### src/rtl/paddle_display.sv
// paddle_display: erases the previous paddle rectangle, then draws the new one, one pixel per clock
module paddle_display #(
    parameter int PADDLE_W = 16,
    parameter int PADDLE_H = 4,
    parameter int SCREEN_W = 160,
    parameter int SCREEN_H = 120
) (
    input  logic       clock,
    input  logic       reset_counts,
    input  logic       start,
    input  logic [7:0] paddle_x,
    input  logic [6:0] paddle_y,
    input  logic [2:0] colour_in,
    output logic [7:0] vga_x,
    output logic [6:0] vga_y,
    output logic [2:0] vga_colour,
    output logic       plot,
    output logic       busy,
    output logic       done
);
    localparam int N  = PADDLE_W * PADDLE_H;
    localparam int CB = $clog2(N);
    localparam int XB = $clog2(PADDLE_W);

    typedef enum logic [1:0] {IDLE, ERASE, DRAW, DONE} state_t;

    state_t         state, nxt_state;
    logic [CB-1:0]  cnt, nxt_cnt;
    logic [7:0]     old_x, new_x, src_x, base_x;
    logic [6:0]     old_y, new_y, src_y, base_y;
    logic [2:0]     new_col, src_col, pix_col;
    logic           have_old, last, draw;
    logic [8:0]     sum_x;
    logic [7:0]     sum_y;

    // Outputs are registered, so the pixel for the next state/count is computed here.
    always_comb begin
        last      = cnt == CB'(N - 1);
        src_x     = state == IDLE ? paddle_x : new_x;
        src_y     = state == IDLE ? paddle_y : new_y;
        src_col   = state == IDLE ? colour_in : new_col;
        nxt_state = state;
        nxt_cnt   = cnt + 1'b1;
        case (state)
            IDLE: begin
                nxt_cnt = '0;
                if (start)
                    nxt_state = !have_old ? DRAW :
                                ({paddle_x, paddle_y} != {old_x, old_y}) ? ERASE : DONE;
            end
            ERASE:   nxt_state = last ? DRAW : ERASE;
            DRAW:    nxt_state = last ? DONE : DRAW;
            default: nxt_state = IDLE;
        endcase
        draw    = nxt_state == ERASE || nxt_state == DRAW;
        base_x  = nxt_state == ERASE ? old_x : src_x;
        base_y  = nxt_state == ERASE ? old_y : src_y;
        pix_col = nxt_state == ERASE ? 3'd0 : src_col;
        sum_x   = {1'b0, base_x} + 9'(nxt_cnt[XB-1:0]);
        sum_y   = {1'b0, base_y} + 8'(nxt_cnt >> XB);
    end

    always_ff @(posedge clock) begin
        if (reset_counts) begin
            state      <= IDLE;
            cnt        <= '0;
            vga_x      <= '0;
            vga_y      <= '0;
            vga_colour <= '0;
            plot       <= 1'b0;
            busy       <= 1'b0;
            done       <= 1'b0;
            old_x      <= '0;
            old_y      <= '0;
            have_old   <= 1'b0;
            new_x      <= '0;
            new_y      <= '0;
            new_col    <= '0;
        end else begin
            state <= nxt_state;
            cnt   <= nxt_cnt;
            if (state == IDLE && start) begin
                new_x   <= paddle_x;
                new_y   <= paddle_y;
                new_col <= colour_in;
            end
            if (state == DONE) begin
                old_x    <= new_x;
                old_y    <= new_y;
                have_old <= 1'b1;
            end
            if (draw) begin
                vga_x      <= sum_x[7:0];
                vga_y      <= sum_y[6:0];
                vga_colour <= pix_col;
            end
            plot <= draw && sum_x < 9'(SCREEN_W) && sum_y < 8'(SCREEN_H);
            busy <= nxt_state != IDLE;
            done <= nxt_state == DONE;
        end
    end
endmodule
### config.mk
export PLATFORM = sky130hd
export DESIGN_NAME = paddle_display
export DESIGN_NICKNAME = d
export VERILOG_FILES = /design/src/rtl/paddle_display.sv
export SDC_FILE = /design/constraint.sdc
export NUM_CORES = 1
export LEC_CHECK = 0
export CAP_MARGIN = 10
export CORE_MARGIN = 1.5
export CORE_UTILIZATION = 60
export CTS_CLUSTER_DIAMETER = 50
export DETAILED_ROUTE_END_ITERATION = 12
export GPL_TIMING_DRIVEN = 0
export PLACE_DENSITY = 0.91
export SLEW_MARGIN = 20
export SYNTH_ARGS = -nofsm -noshare
export SYNTH_HDL_FRONTEND = slang
export SYNTH_SLANG_ARGS = --single-unit
### constraint.sdc
create_clock -name clock -period 8 [get_ports clock]
set_clock_uncertainty 0.1 [all_clocks]
set_input_delay 0.8 -clock clock [delete_from_list [all_inputs] [get_ports clock]]
set_output_delay 0.8 -clock clock [all_outputs]
set_load 0.05 [all_outputs]
# == Word level (Yosys, flattened, before mapping) ==
# Cells that the tools add are included.
# word_totals
word_cells,46
register_bits,63
# op_classes
mux,13
n_reduce_logical,6
order_cmp,2
add_sub_neg,3
eq_ne,8
# op_table
cell,count
8-bit 2-to-1 mux,2
15-bit != test,1
7-bit 2-to-1 mux,2
8-bit by 4-bit adder with 9-bit output,1
9-bit by 8-bit < comparator with 1-bit output (second input constant),1
7-bit by 2-bit adder with 8-bit output,1
2-bit equality test (second input constant),4
8-bit by 7-bit < comparator with 1-bit output (second input constant),1
2-bit 2-to-1 mux,4
6-bit by 1-bit adder with 6-bit output (second input constant),1
6-bit equality test (second input constant),1
3-bit 2-to-1 mux,2
6-bit 2-to-1 mux,1
2-bit case mux with 3 select lines,1
2-bit by 1-bit equality test with 1-bit output (second input constant),2
1-bit logical AND,3
2-bit zero test,1
2-bit nonzero test,1
1-bit logical OR,1
1-bit 2-to-1 mux,1

# == Logic depth before layout (Yosys ltp) ==
# Gate-level depths: netlist (run 1).
# logic_depth
ltp_word,11
mapped_depth,21
ltp_nobuf,16

# == Worst setup path after synthesis (run 1) ==
# Ideal clock, no wire load.
# synth_timing
path_kind,input -> register
startpoint,input paddle_x[0]
endpoint,register plot
stages,19
path_slack_ns,3.598
n_path_buf,4
setup_time_ns,0.148
t_arrival_ns,4.154
path_cell_list,xor2_1 > nor4_1 > nand4_1 > a21o_1 > a21o_1 > ha_1 > buf_2 > buf_2 > buf_2 > clkbuf_1 > nand2_1 > o21ai_0 > ha_1 > fa_1 > a21oi_1 > o21bai_1 > o211a_1 > o41ai_1 > a2111oi_2
# synth_via
elab_chain_cells,11
elab_cells_between_ends,17
cone_classes,add/sub (2); order compare (2); eq/ne (3); mux (7); reduce/logical (3)
# synth_rtl
element,line_no,rtl
start: declaration,11,"input logic [7:0] paddle_x,"
15-bit != test,49,"({paddle_x, paddle_y} != {old_x, old_y}) ? ERASE : DONE;"
2-bit 2-to-1 mux,49,
2-bit 2-to-1 mux,48,nxt_state = !have_old ? DRAW :
2-bit 2-to-1 mux,47,if (start)
2-bit case mux with 3 select lines,44,case (state)
2-bit by 1-bit equality test with 1-bit output,"55, 56, 57",
8-bit 2-to-1 mux,56,base_x = nxt_state == ERASE ? old_x : src_x;
8-bit by 4-bit adder with 9-bit output,59,"sum_x = {1'b0, base_x} + 9'(nxt_cnt[XB-1:0]);"
9-bit by 8-bit < comparator with 1-bit output,97,plot <= draw && sum_x < 9'(SCREEN_W) && sum_y < 8'(SCREEN_H);
1-bit logical AND,97,
1-bit logical AND (*),97,
end signal: assignment,97,
end: declaration,17,"output logic plot,"
# Every way passes the cells marked *; elsewhere a longest branch is shown, timed or not.
# A chain may end at the register's enable or synchronous reset.

# == Worst setup path in the final report (run 1) ==
# layout_timing
startpoint,register state[1]
endpoint,register plot
# layout_via
elab_chain_cells,8
elab_cells_between_ends,19
cone_classes,add/sub (2); order compare (2); eq/ne (4); mux (7); reduce/logical (4)
# layout_rtl
element,line_no,rtl
start: declaration,27,"state_t state, nxt_state;"
start signal: assignment,80,state <= nxt_state;
2-bit equality test (tied with other cells),44,
2-bit case mux with 3 select lines,44,
2-bit by 1-bit equality test with 1-bit output,"55, 56, 57",
8-bit 2-to-1 mux,56,
8-bit by 4-bit adder with 9-bit output,59,
9-bit by 8-bit < comparator with 1-bit output,97,
1-bit logical AND,97,
1-bit logical AND (*),97,
# Marked as above.

==> results.cfg, run 1 <==
[placement]
dp_slack_ps = 2270
dp_hpwl_mm = 6.35
io_buffers = 40
gp_congestion = 0.943

[sta]
relSlewSlack_pct = 41.8
hold_violations = 0
worst_slew_pin_slew_ps = 859
fin_crit_ps = 5630
finalSetupViolCount = 0
max_freq_mhz = 178
finalSetupTns_ps = 0
final.setup.worst_slack_ps = 2370
fin_crit_sh_pct = 70.4
report.final.slew_viol_count = 0
rsz0062_at_grt = no

[logic_synthesis]
synth_area_mm2 = 0.00334
async_flop_share_pct = 0
ys.warnings.count = 0
ys_seq_elements = 63
synth.avg_cell_area_um2 = 8.18
synth-edff-count = 0
ys_seq_area_share_pct = 37.8
synthCells = 408
synth_ff_type = dfxtp_1
ys_types = 48
syn_nets = 442

[clocking]
cts.sinks = 63
cts_setup_buffers = 0
insertion_delay_ps = 340
cts_tree = yes
holdBufCountCts = 0
cts_max_path_buffers = 2
numCtsBuffers = 9
cts.repair.resized = 0
clock_tree.root_cell = clkbuf_8
path_clk_slew_ps = 70
cts_max_level = 3

[final_layout]
fillCellCount = 376
syn_to_final_growth_pct = 19.7
final_cell_mix = nand2_1, dfxtp_1, a21oi_1, clkdlybuf4s50_1, nor2_1
drive_gt1_share_pct = 6.51
antennaDiodeCount = 0
layout_commonest_cell = nand2_1
nets = 493

[drt]
vias = 3214
wire_per_inst_um = 16.7
antenna_left = 0
drt-total-wl_mm = 8.86
vias_per_cell = 6.05
first_pass_iters = 5
drt_iter0_drc = 297
drc = 0

[worst_setup_path]
crit_type = reg2reg
r2r_slack_ps = 2370
max_stage_delay_ps = 490
startpoint_type = flop
critPathRequiredTime_ps = 8130
cp_common_cell = clkbuf_1
endpoint_kind = flop
arrival_ps = 5760
worstPathMaxFanout = 10
rr_endpoint = plot
crit_chain = buf_6 -> clkbuf_1 -> and2_1 -> clkbuf_1 -> clkbuf_1 -> a21o_1 -> ha_1 -> buf_2 -> buf_2 -> buf_2 -> clkbuf_1 -> o21ai_0 -> ha_1 -> fa_1 -> a21oi_1 -> o21bai_1 -> o211a_1 -> o31a_1 -> a2111oi_2
reg2reg_depth = 19
rr_startpoint = state[1]
cp_slowest_cell = clkbuf_1

[worst_hold_path]
hp-start = new_col[2]
min_to = new_col[2]
hold_path_class = reg2reg
worstHoldPathCells = 2

[power_and_ir_drop]
p_per_area_mw_per_mm2 = 260
p_leak_nw = 1.58
ir_worst_vdd_uv = 154

[global_routing]
top_usage_layer = met2
use_met1_pct = 40.8
grt_first_pass_wirelength_mm = 14.6
grt-ovfl-total = 0
met2_usage_pct = 49.9
grt_usage_pct = 31.5
grt_pass1_vias = 3036
grt_max_degree = 11
use_met3_pct = 5.29
antenna_found_initial = 0

[floorplanning]
io_pins = 42
row_count = 26
fp.dieW_um = 77.6
die_area_mm2 = 0.00602
initial_core_util_pct = 63.7
core-area_mm2 = 0.00524
fp.dieH_um = 77.6

[run_status]
outcome = finished clean

[job]
maxCapViolations = 0
-- routing by layer --
layer,routed length [µm],part of all wire [%]
met5,0,0
met4,259,2.9
met3,677,7.6
met2,4190,47
met1,3730,42
-- cell type report --
| cell class | count | area (µm²) | area share [%] |
|---|---|---|---|
| Clock inverter | 1 | 5.00 | 0.125 |
| Timing Repair Buffer | 40 | 400 | 10.0 |
| Sequential cell | 63 | 1260 | 31.6 |
| Buffer | 26 | 114 | 2.85 |
| Inverter | 9 | 33.8 | 0.846 |
| Tap cell | 70 | 87.6 | 2.19 |
| Multi-Input combinational cell | 310 | 1930 | 48.3 |
| Clock buffer | 12 | 165 | 4.13 |
-- worst max-delay path: cells and delay by family, from the launching register on --
kind                       cells  cell delay, ps
buffers and inverters          8            2480
AOI/OAI and AO/OA              7            1540
adders and majority gates      3             860
DFF                            1             350
and+or+nand+nor                1             190
-- flip-flops by register name (all words and copies together), names as in the netlist, 2 cells and up --
name / cells
old_y: 7
state: 2
vga_y: 7
cnt: 6
vga_colour: 3
old_x: 8
new_col: 3
new_y: 7
vga_x: 8
new_x: 8
-- through the flow --
stage / hold slack [ps] / utilization, % / instances / cell area (µm²) / power, W
floorplan: 333 / - / 408 / 3340 / 0.000666
global placement: 340 / 73.0 / 518 / 3820 / 0.000781
detailed placement: 354 / 73.0 / 518 / 3820 / 0.000793
CTS: 364 / 76.3 / 531 / 4000 / 0.00104
global route: 388 / 76.3 / 531 / 4000 / 0.00109
finish: 361 / 76.3 / 531 / 4000 / 0.00104
-- synth_stat cells (2+ instances only) --
master    instances  share of area, %
a211oi_1         10               2.2
a21o_1            2              0.45
a21oi_1          42               6.3
a31o_2            2              0.53
and2_1            2              0.37
and3_1            3              0.56
buf_2             7               1.0
clkbuf_1         18               2.0
dfxtp_1          63                38
fa_1              2               1.2
ha_1             11               4.1
inv_1             9               1.0
mux2i_1          17               5.1
nand2_1          90                10
nand2b_1          2              0.37
nand3_1           3              0.45
nand4_1           2              0.37
nor2_1           32               3.6
nor2b_1           7               1.3
nor3_1            6              0.90
nor4_1            3              0.56
o211a_1           2              0.60
o21ai_0          13               1.9
o311a_1           3              0.90
o311ai_1          2              0.53
o31a_1            3              0.79
or3b_1            2              0.53
or4b_1            3              0.90
xnor2_1          11               2.9
xor2_1           18               4.7
-- power breakdown --
group,switching [W],internal [W],total [W]
registers,0.0000228,0.000352,0.000375
logic,0.000271,0.000146,0.000418
clock network,0.000116,0.000132,0.000248
total,0.000409,0.000631,0.00104
-- logic make-up (layout without fill, tap and decap cells) --
family	after synthesis	in the layout	synth area share, %
AOI/OAI and AO/OA	90	90	17.5
adders and majority gates	13	13	5.32
xor gates and xnor gates	29	29	7.61
muxes	17	17	5.10
buffers and inverters	35	88	4.42
DFF	63	63	37.8
and+or+nand+nor	161	161	22.2
-- worst max path at each step --
stage,start,to,slack [ps],cells after the start
CTS,state[1],plot,2480,19
floorplan,paddle_x[0],plot,3600,19
finish,state[1],plot,2370,19
global placement,paddle_x[5],plot,2340,20
detailed placement,paddle_x[5],plot,2270,20
global route,state[1],plot,2060,19
No activity file was read; power rests on OpenSTA's default activity.
==> run 2: changes to the inputs <==
--- a/config.mk
+++ b/config.mk
@@ -7,11 +7,11 @@
 export LEC_CHECK = 0
 export CAP_MARGIN = 10
 export CORE_MARGIN = 1.5
-export CORE_UTILIZATION = 60
+export CORE_UTILIZATION = 55
 export CTS_CLUSTER_DIAMETER = 50
 export DETAILED_ROUTE_END_ITERATION = 12
 export GPL_TIMING_DRIVEN = 0
-export PLACE_DENSITY = 0.91
+export PLACE_DENSITY = 0.85
 export SLEW_MARGIN = 20
 export SYNTH_ARGS = -nofsm -noshare
 export SYNTH_HDL_FRONTEND = slang
==> constraint.sdc (replaced) <==
create_clock -name clock -period 5.45 [get_ports clock]
set_clock_uncertainty 0.1 [all_clocks]
set_input_delay 0.545 -clock clock [delete_from_list [all_inputs] [get_ports clock]]
set_output_delay 0.545 -clock clock [all_outputs]
set_load 0.05 [all_outputs]
==> run 2 against run 1 <==
Net effect:
- critical path depth fell by 1
- clock power rose by 85%
- final cell count rose by 1.3%
- sequential power rose by 47%
- routed wire length fell by 3.1%
- combinational power rose by 44%
- total power rose by 55%
- count of clock-buffer cells in the layout rose by 1
- worst hold slack got worse by 0.99 ps
- sequential share of layout area fell by 0.48 points
- critical endpoint unchanged
- largest cell class unchanged
- largest power group unchanged
==> results.cfg, run 2 (same netlist as run 1, synthesis figures left out) <==
[run_status]
outcome = finished clean

[clocking]
cts_max_level = 3
cts_tree = yes
cts.sinks = 63
cts_max_path_buffers = 2
clock_tree.root_cell = clkbuf_8
holdBufCountCts = 0
insertion_delay_ps = 350
numCtsBuffers = 9
path_clk_slew_ps = 70

[placement]
dp_slack_ps = -63.0
io_buffers = 40
placed_cells_incl_taps = 523
dp_hpwl_mm = 6.18
gp_congestion = 0.881

[worst_setup_path]
reg2reg_depth = 18
startpoint_type = primary input
crit_type = in2reg
rr_startpoint = state[1]
r2r_slack_ps = 420
critPathRequiredTime_ps = 5560
critical_path.startpoint = paddle_x[5]
worstPathMaxFanout = 10
cp-endpoint = plot
arrival_ps = 5270
rr_endpoint = plot
endpoint_kind = flop

[drt]
wire_per_inst_um = 15.9
vias_per_cell = 5.82
drt-total-wl_mm = 8.58
antenna_left = 0
drt_iter0_drc = 212
drc = 0
first_pass_iters = 5
vias = 3132

[power_and_ir_drop]
p_per_area_mw_per_mm2 = 398
power.total_w = 0.00161
p_leak_nw = 1.62
ir_worst_vdd_uv = 275

[sta]
worst_slew_pin_slew_ps = 728
report.final.slew_viol_count = 0
fin_crit_sh_pct = 94.5
final.setup.worst_slack_ps = 298
fin_crit_ps = 5150
hold_violations = 0
finalSetupViolCount = 0
max_freq_mhz = 194
relSlewSlack_pct = 50.7
finalSetupTns_ps = 0
rsz0062_at_grt = no

[final_layout]
final_cell_mix = nand2_1, dfxtp_1, a21oi_1, clkdlybuf4s50_1, nor2_1
fin_util_pct = 68.9
stdcell_count = 538
multi_input_area_mm2 = 0.00193
reg_top3 = new_x x8, old_x x8, vga_x x8
antennaDiodeCount = 0
fillCellCount = 496
layout_commonest_cell = nand2_1
nets = 492
syn_to_final_growth_pct = 21.6
ff_latch_area_mm2 = 0.00126
drive_gt1_share_pct = 7.56

[worst_hold_path]
hp-start = new_col[0]
hold_path_class = reg2reg

[floorplanning]
row_count = 28
io_pins = 42
fp.dieW_um = 80.9
core-area_mm2 = 0.00589
die_area_mm2 = 0.00654
initial_core_util_pct = 56.7
fp.dieH_um = 80.9

[global_routing]
grt-ovfl-total = 0
grt_max_degree = 11
grt_first_pass_wirelength_mm = 13.9
grt_pass1_vias = 2870
antenna_found_initial = 0
grt_usage_pct = 28.5

[job]
maxCapViolations = 0
[run 2: report_power, final]
group	leakage, nW	switching [W]	internal (W)
registers	0.515	0.0000334	0.000517
clock network	0.114	0.000177	0.000282
logic	0.988	0.000388	0.000215
[run 2: area by class of cell]
class	count	share of cell area, %
inverters	9	0.833
repair buffers	40	9.87
plain buffers	25	2.81
clock inverters	3	1.60
flip-flops and latches	63	31.1
clock buffers	13	3.92
well taps	75	2.31
multi-input cells	310	47.6
[run 2: metrics by stage]
step | instance area (µm²) | hold slack [ps]
after floorplan | 3340 | 333
after global placement | 3830 | 338
after detailed placement | 3830 | 347
after CTS | 4060 | 357
after global routing | 4060 | 384
final | 4060 | 360
[run 2: how the worst min path moves through the flow]
stage	end	slack, ps	cells after the start
floorplan	new_col[0]	330	2
global placement	new_col[2]	340	2
detailed placement	new_col[0]	350	2
CTS	new_col[0]	360	2
global route	new_col[1]	380	2
finish	new_col[0]	360	2
[run 2: per-layer routing]
layer,up-vias,track usage [%],routed length [µm]
met2,137,45.6,4080
met1,1467,36.5,3680
met3,23,5.39,561
met5,-,0,0
li1,1505,-,-
met4,0,14.3,259
[run 2: repair_timing]
action                                  4_1_cts  5_1_grt
setup buffers                                 0        0
resized for setup                             1        6
endpoints found under the setup margin        1        3
[run 2: worst max-delay path: stages]
cell and delay (ps):
clkdlybuf4s50_1 480, xor2_1 190, nor4_1 370, nand4_1 190, a21o_1 240, a21o_1 180, ha_1 190, buf_2 170
buf_2 200, buf_2 220, clkbuf_2 200, o21ai_0 410, ha_1 360, a41oi_1 220, o21ai_0 210, and3_1 250
o31a_1 250, a2111oi_2 360
